$ cat src/rtl/dsp_reg_wbq.sv
// dsp_reg_wbq: write-back queue and operand-forwarding front end for the
// 64x32 dual-port DSP register file.
// Queued result writes drain to the RAM in cycles that carry no accepted
// operand read. Operands come back one cycle after an accepted read. If a
// newer value for a source register is still queued, or is being written in
// the same cycle, that value is forwarded instead of the RAM data.
// Optional feature macro: DSP_WBQ_DUAL_DRAIN_EN. When it is defined, a drain
// cycle also retires the entry after the head on port B, provided its address
// differs from the head's.
module dsp_reg_wbq #(
   parameter int DEPTH = 4,
   parameter int AW    = 6,
   parameter int DW    = 32
) (
   input  logic          sys_clk_i,
   input  logic          reset_i,
   input  logic          wr_valid_i,
   input  logic [AW-1:0] wr_addr_i,
   input  logic [DW-1:0] wr_data_i,
   output logic          wr_ready_o,
   input  logic          rd_req_i,
   input  logic [AW-1:0] rd_src1_i,
   input  logic [AW-1:0] rd_src2_i,
   output logic          rd_ready_o,
   output logic [DW-1:0] op1_o,
   output logic [DW-1:0] op2_o,
   output logic          op_valid_o,
   output logic [AW-1:0] aa_o,
   output logic [AW-1:0] ab_o,
   output logic [DW-1:0] da_o,
   output logic [DW-1:0] db_o,
   output logic          nwea_o,
   output logic          nweb_o,
   output logic          clka_o,
   output logic          clkb_o,
   input  logic [DW-1:0] qa_i,
   input  logic [DW-1:0] qb_i,
   output logic          empty_o
);

   localparam int PW = (DEPTH > 1) ? $clog2(DEPTH) : 1;
   localparam int CW = $clog2(DEPTH + 1);

   logic [AW-1:0] qaddr_q [DEPTH];
   logic [DW-1:0] qdata_q [DEPTH];
   logic [PW-1:0] head_q, head_d, tail_q, tail_d, head1;
   logic [CW-1:0] count_q, count_d, pop_n;
   logic          not_full, rd_acc, wr_acc, drain, dual;
   logic          pend_q;
   logic          hit1_q, hit1_d, hit2_q, hit2_d;
   logic [DW-1:0] fwd1_q, fwd1_d, fwd2_q, fwd2_d;
   logic [DW-1:0] op1_q, op2_q;
   logic [PW-1:0] fwd_idx;

   assign not_full   = (count_q < CW'(DEPTH));
   assign wr_ready_o = not_full;
   assign rd_ready_o = not_full;
   assign empty_o    = (count_q == '0);
   // Port enables must stay low while reset is held, even if rd_req is high.
   assign rd_acc     = rd_req_i & not_full & ~reset_i;
   assign wr_acc     = wr_valid_i & not_full;
   assign drain      = ~rd_acc & (count_q != '0);
   assign head1      = head_q + PW'(1);

`ifdef DSP_WBQ_DUAL_DRAIN_EN
   // Two writes to the same register in one cycle would race in the RAM,
   // so a duplicate address falls back to a single-entry drain.
   assign dual = drain & (count_q >= CW'(2)) & (qaddr_q[head1] != qaddr_q[head_q]);
`else
   assign dual = 1'b0;
`endif

   assign pop_n = drain ? (dual ? CW'(2) : CW'(1)) : '0;

   // Pointer and occupancy update for simultaneous push and pop.
   always_comb begin
      tail_d  = wr_acc ? tail_q + PW'(1) : tail_q;
      head_d  = head_q + pop_n[PW-1:0];
      count_d = count_q + CW'(wr_acc) - pop_n;
   end

   // Forwarding search, oldest to newest, so later matches override earlier ones.
   always_comb begin
      hit1_d  = 1'b0;
      hit2_d  = 1'b0;
      fwd1_d  = '0;
      fwd2_d  = '0;
      fwd_idx = head_q;
      for (int i = 0; i < DEPTH; i++) begin
         fwd_idx = head_q + PW'(i);
         if (CW'(i) < count_q) begin
            if (qaddr_q[fwd_idx] == rd_src1_i) begin
               hit1_d = 1'b1;
               fwd1_d = qdata_q[fwd_idx];
            end
            if (qaddr_q[fwd_idx] == rd_src2_i) begin
               hit2_d = 1'b1;
               fwd2_d = qdata_q[fwd_idx];
            end
         end
      end
      if (wr_acc && (wr_addr_i == rd_src1_i)) begin
         hit1_d = 1'b1;
         fwd1_d = wr_data_i;
      end
      if (wr_acc && (wr_addr_i == rd_src2_i)) begin
         hit2_d = 1'b1;
         fwd2_d = wr_data_i;
      end
   end

   // RAM port drive: an accepted read owns both ports, otherwise drain the head.
   always_comb begin
      aa_o   = qaddr_q[head_q];
      da_o   = qdata_q[head_q];
      ab_o   = qaddr_q[head1];
      db_o   = qdata_q[head1];
      nwea_o = 1'b1;
      nweb_o = 1'b1;
      clka_o = 1'b0;
      clkb_o = 1'b0;
      if (rd_acc) begin
         aa_o   = rd_src1_i;
         ab_o   = rd_src2_i;
         clka_o = 1'b1;
         clkb_o = 1'b1;
      end else if (drain) begin
         nwea_o = 1'b0;
         clka_o = 1'b1;
         if (dual) begin
            nweb_o = 1'b0;
            clkb_o = 1'b1;
         end
      end
   end

   assign op_valid_o = pend_q;
   assign op1_o      = pend_q ? (hit1_q ? fwd1_q : qa_i) : op1_q;
   assign op2_o      = pend_q ? (hit2_q ? fwd2_q : qb_i) : op2_q;

   // Control state, forwarding capture and operand hold registers.
   always_ff @(posedge sys_clk_i or posedge reset_i) begin
      if (reset_i) begin
         head_q  <= '0;
         tail_q  <= '0;
         count_q <= '0;
         pend_q  <= 1'b0;
         hit1_q  <= 1'b0;
         hit2_q  <= 1'b0;
         fwd1_q  <= '0;
         fwd2_q  <= '0;
         op1_q   <= '0;
         op2_q   <= '0;
      end else begin
         head_q  <= head_d;
         tail_q  <= tail_d;
         count_q <= count_d;
         pend_q  <= rd_acc;
         if (rd_acc) begin
            hit1_q <= hit1_d;
            hit2_q <= hit2_d;
            fwd1_q <= fwd1_d;
            fwd2_q <= fwd2_d;
         end
         if (pend_q) begin
            op1_q <= op1_o;
            op2_q <= op2_o;
         end
      end
   end

   // Entry storage; no reset is needed because the count marks which entries are live.
   always_ff @(posedge sys_clk_i) begin
      if (wr_acc) begin
         qaddr_q[tail_q] <= wr_addr_i;
         qdata_q[tail_q] <= wr_data_i;
      end
   end

endmodule
$ cat config.mk
export PLATFORM = sky130hd
export DESIGN_NAME = dsp_reg_wbq
export DESIGN_NICKNAME = d
export VERILOG_FILES = /design/src/rtl/dsp_reg_wbq.sv
export SDC_FILE = /design/constraint.sdc
export NUM_CORES = 1
export LEC_CHECK = 0
export BUFFER_PORTS_ARGS = -buffer_cell sky130_fd_sc_hd__buf_2
export CELL_PAD_IN_SITES_DETAIL_PLACEMENT = 0
export CELL_PAD_IN_SITES_GLOBAL_PLACEMENT = 1
export CORE_UTILIZATION = 37
export CTS_BUF_LIST = sky130_fd_sc_hd__clkbuf_8 sky130_fd_sc_hd__clkbuf_16
export CTS_CLUSTER_SIZE = 16
export DETAILED_ROUTE_END_ITERATION = 10
export GPL_TIMING_DRIVEN = 0
export PLACE_DENSITY_LB_ADDON = 0.1
export SLEW_MARGIN = 10
export SYNTH_ARGS = -nofsm -noshare
export SYNTH_HDL_FRONTEND = slang
export SYNTH_SLANG_ARGS = --single-unit
$ cat constraint.sdc
create_clock -name sys_clk_i -period 6 [get_ports sys_clk_i]
set_clock_uncertainty 0.05 [all_clocks]
set_input_delay 0.9 -clock sys_clk_i [delete_from_list [all_inputs] [get_ports sys_clk_i]]
set_output_delay 0.9 -clock sys_clk_i [all_outputs]
set_load 0.01 [all_outputs]
* After elaboration in Yosys (flattened, before gate mapping) *
Memory sizes are Yosys's and may differ from the RTL's.
Index checks and enable logic that the tools add are counted.

storage, ports and cells
  bits in registers = 138
  bits in writable memories = 152
  logic and storage cells = 94
  memories = 2

cells by class
  add/sub/neg operators = 7
  magnitude comparators = 5
  equality and inequality tests = 10
  multiplexer cells = 50
  bitwise operators = 6
  reductions and logical operators = 4

memory list
  memory   words  width  rd ports  clocked after memory_dff  write ports  line  text
  qdata_q  4      32     4         0                         1            45    logic [DW-1:0] qdata_q [DEPTH];
  qaddr_q  4      6      4         0                         1            44    logic [AW-1:0] qaddr_q [DEPTH];

operator list
  cell                 count
  $mux 32              22
  $eq 6x6->1           10
  $mux 1               26
  $mux 6               2
  $lt 1x3->1 const A   2
  $lt 2x3->1 const A   2
  $add 2x1->2 const B  2
  $add 2x2->2 const B  2
  $and 1x1->1          4
  $add 3x1->3          1
  $logic_not 3->1      1
  $lt 3x3->1 const B   1
  $reduce_bool 3->1    1
  $sub 3x1->3          1
  $add 2x1->2          1
  $logic_and 1x1->1    2
  $not 1->1            2

* Longest topological paths before layout *
An unclocked memory read counts as a cell.

  depth after elaboration = 11
  gate-level depth with buffers = 12
  mapped depth without buffers = 11

* Worst setup path after synthesis *
Ideal clock, no wire load.

  kind = input -> output
  start = in reset_i
  end = out aa_o[4]
  arrival time = 5.572 ns
  required time = 5.050 ns
  slack = -0.522 ns
  stages = 7
  cell sequence = inv_1 > nand3_1 > clkinv_1 > clkbuf_1 > clkbuf_1 > nand2_1 > nand2_1

on the way
  cells in the longest elaborated chain, start to end = 3

RTL lines
  what             line  text
  start, declared  16    input logic reset_i,
  $not 1->1        60    assign rd_acc = rd_req_i & not_full & ~reset_i;
  $and 1x1->1      60
  $mux 6           122   if (rd_acc) begin
  end, declared    28    output logic [AW-1:0] aa_o,

No other way between the ends.

* Final worst setup path *
  start = in reset_i
  end = out ab_o[1]

on the way
  cells in the longest elaborated chain, start to end = 3

RTL lines
  what           line  text
  $not 1->1      60
  $and 1x1->1    60
  $mux 6         122
  end, declared  29    output logic [AW-1:0] ab_o,

No other way between the ends.

==> metrics <==
Netlist cell types=58; final-layout fill cell count=4379; Chip Height=roughly 220 microns; Initial Util=37.5%; HPWL Detailed=49500 microns; Yosys warning count=0; Post-CTS Setup Inserts=0; row cnt=just under 80; Cells after DPL=approximately 2300; setup_tns=0 ps; largest family of logic cells by synthesized area=multiplexers; synthesized area=17000 sq um; Net Switching=slightly below 5 mW; max-cap violation count=0; worst-margin pin slew=1240 ps; final period utilization=90.3%; PwrDens=537 nW/um^2; cts hold-fix bufs=0; pin count of the biggest net entering global routing=39; root buf cell=clkbuf_16; CTS buffer count=36; grt total ovfl=0; Peak VDD IR=0.217 mV; H-Tree Depth=2; DR vias/cell=6.00; Worst slew margin=16.8%; synthesis-to-finish area growth=19.4%; simple-gate share of the synthesized area=roughly a tenth; Tot GR Track Use=28.9%; Yosys reg bits=290; Synth Area per Inst=11.9 sq um; layout cells sized above 1=30.9%; sequential cell area fraction in the yosys report=47.2%; Required @ worst endpoint=about 5100 ps; Synth Area in Compound Gates=13.4%; final RePlAce weighted congestion=roughly 0.86; Post-synth EDFFs=152; DRT Pass-1 Iters=7; post-route ant nets=0; final net count=1848; cts repair resizes=0; routed vias=approximately 14000; initial antenna violation count=2; global-route wire length before repair=97200 microns; CTS sink cnt=290; Setup Viol. Count Final=0; final instance area=20300 sq um; n_diodes=0; main flop type after synthesis=edfxtp_1; top post-synthesis cells by area=edfxtp_1, dfrtp_1, mux4_2, mux2i_1, a21oi_1; final core utilization=44.8%; # IOs=266; Setup WS pre-CTS=530 ps; Longest Clk Path Bufs=3; Port Buf Inserts=252; Placement Cell Area=approximately 19000 sq um; share of the synthesized area in the top cell type=26.9%; Flop pwr share=28.2%; worst hold slack=roughly 360 ps; worst-path fanout max=28; Post-Layout Cell Count=2348; Syn Inst Count=1423; post-route total power=10.9 mW; drc violations=0; Initial DRC Count=1527; Worst setup EP type=primary output; most frequent cells in the layout=buf_2, a21oi_1, edfxtp_1; clock share of power=19.2%; CP arrival=~4500 ps; post-synthesis mux area share=20.7%; Post-Synth Adder-Cell Area=less than 1%; critical setup path kind=primary input to primary output; CP startpoint kind=primary input; status=finished clean; worst skew pair latency=550 ps; share of flip-flops with an asynchronous set or reset=47.6%; worst hold path type=primary input to asynchronous set/reset pin; WL/cell=~29 microns; net count after synthesis=1551; vias in the first global route=~14000; commonest non-fill, non-tap cell in the layout=buf_2; Net Sw Frac=roughly 45%; Slew Viols, Final=0; Clock Pin Slew Worst Setup and Hold Paths=60 ps; die area=46800 sq um; Cell Int Power=6.02 mW; Post-Synth XOR/XNOR Area=2.63%; CTS tree=done; RSZ-0062 raised after global routing=no; combinational power share=52.7%; Fmax achieved=184 MHz; final hold violations=0; post-layout minimum cycle time=5420 ps; core footprint=45300 sq um; final worst slack=580 ps; leakage power=7.80 nW; post-synth top area cell=edfxtp_1; wirelength, routed=around 68000 microns; Die X=216 microns
sequential cells by signal, indices dropped and copies added, names as in the netlist:
signal and flops:
fwd2_q 32, op2_q 32, qaddr_q 24, count_q 3
tail_q 2, fwd1_q 32, head_q 2, hit2_q 1
qdata_q 128, op1_q 32, hit1_q 1, op_valid_o 1
synthesized netlist by cell type, types with 2 or more instances:
library cell / count
nand2b_1: 3
o22ai_1: 32
o32a_1: 2
nor4_4: 2
clkbuf_1: 84
nand3_2: 2
nand2_1: 79
dfrtp_1: 138
o21ai_0: 2
a21oi_1: 165
a2111oi_0: 16
a311oi_1: 16
and3_1: 51
nor2_4: 9
and2_1: 5
a211oi_1: 20
nor2b_1: 7
buf_4: 12
mux4_2: 106
edfxtp_1: 152
nor2_1: 101
nand3_1: 3
nor4b_1: 2
nor4_1: 2
inv_1: 12
o31ai_1: 11
a21o_1: 30
o31ai_2: 21
nor3_1: 36
buf_1: 6
nand4_1: 21
mux2i_1: 110
buf_6: 10
ha_1: 9
a31oi_1: 30
xor2_1: 12
nor2_2: 21
buf_2: 29
nor3_4: 2
xnor2_1: 34
metal layers:
metal | GRT usage (%) | wire (microns)
met1 | 39.9 | 29200
met2 | 45.9 | 31800
met3 | 4.95 | 5370
met4 | 9.62 | 1990
met5 | 0 | 22
cell type report:
type                       count  area, sq um  area share [%]
buffer                       143          721            3.56
tap                          600          751            3.70
inverter                      13         52.6           0.259
clock buffer                  45         1040            5.11
timing repair buffer         259         1390            6.84
sequential                   290         8020            39.6
clock inverter                21         97.6           0.481
multi-input combinational    977         8210            40.5
power by group through the flow:
| stage | Combinational [mW] | Clock, mW | Sequential [mW] |
|---|---|---|---|
| 3_5_place_dp | 5.69 | 0 | 3.08 |
| 2_1_floorplan | 3.64 | 0 | 2.88 |
| 6_report | 5.73 | 2.09 | 3.06 |
| 3_3_place_gp | 5.63 | 0 | 3.07 |
| 5_1_grt | 6.06 | 2.18 | 3.10 |
| 4_1_cts | 5.71 | 2.12 | 3.04 |
cell families after synthesis:
kind of cell | after synthesis
xor+xnor | 48
mux | 218
fa+ha+maj | 10
buf+inv | 156
other cells | 1
simple gates | 351
compound gates | 349
flops | 290
critical path, stage by stage:
cell and delay (ps):
buf_2 110, clkinvlp_4 410, buf_12 270, buf_12 230, nand3_1 510, clkinv_1 400, clkbuf_1 630, clkbuf_1 550
nand2_1 110, nand2_1 140, buf_2 150
worst paths after layout:
| check | start | end | slack (ps) | cells past startpoint |
|---|---|---|---|---|
| setup / recovery | reset_i | ab_o[1] | 580 | 11 |
| min in group sys_clk_i | op1_q[25] | op1_q[25] | 450 | 2 |
| hold reg to reg | op1_q[25] | op1_q[25] | 450 | 2 |
| setup reg to reg | count_q[2] | count_q[2] | 2360 | 12 |
| hold / removal | reset_i | op1_q[23] | 360 | 2 |
| max in group asynchronous | reset_i | fwd2_q[2] | 4690 | 4 |
(Power assumes the default switching activity.)
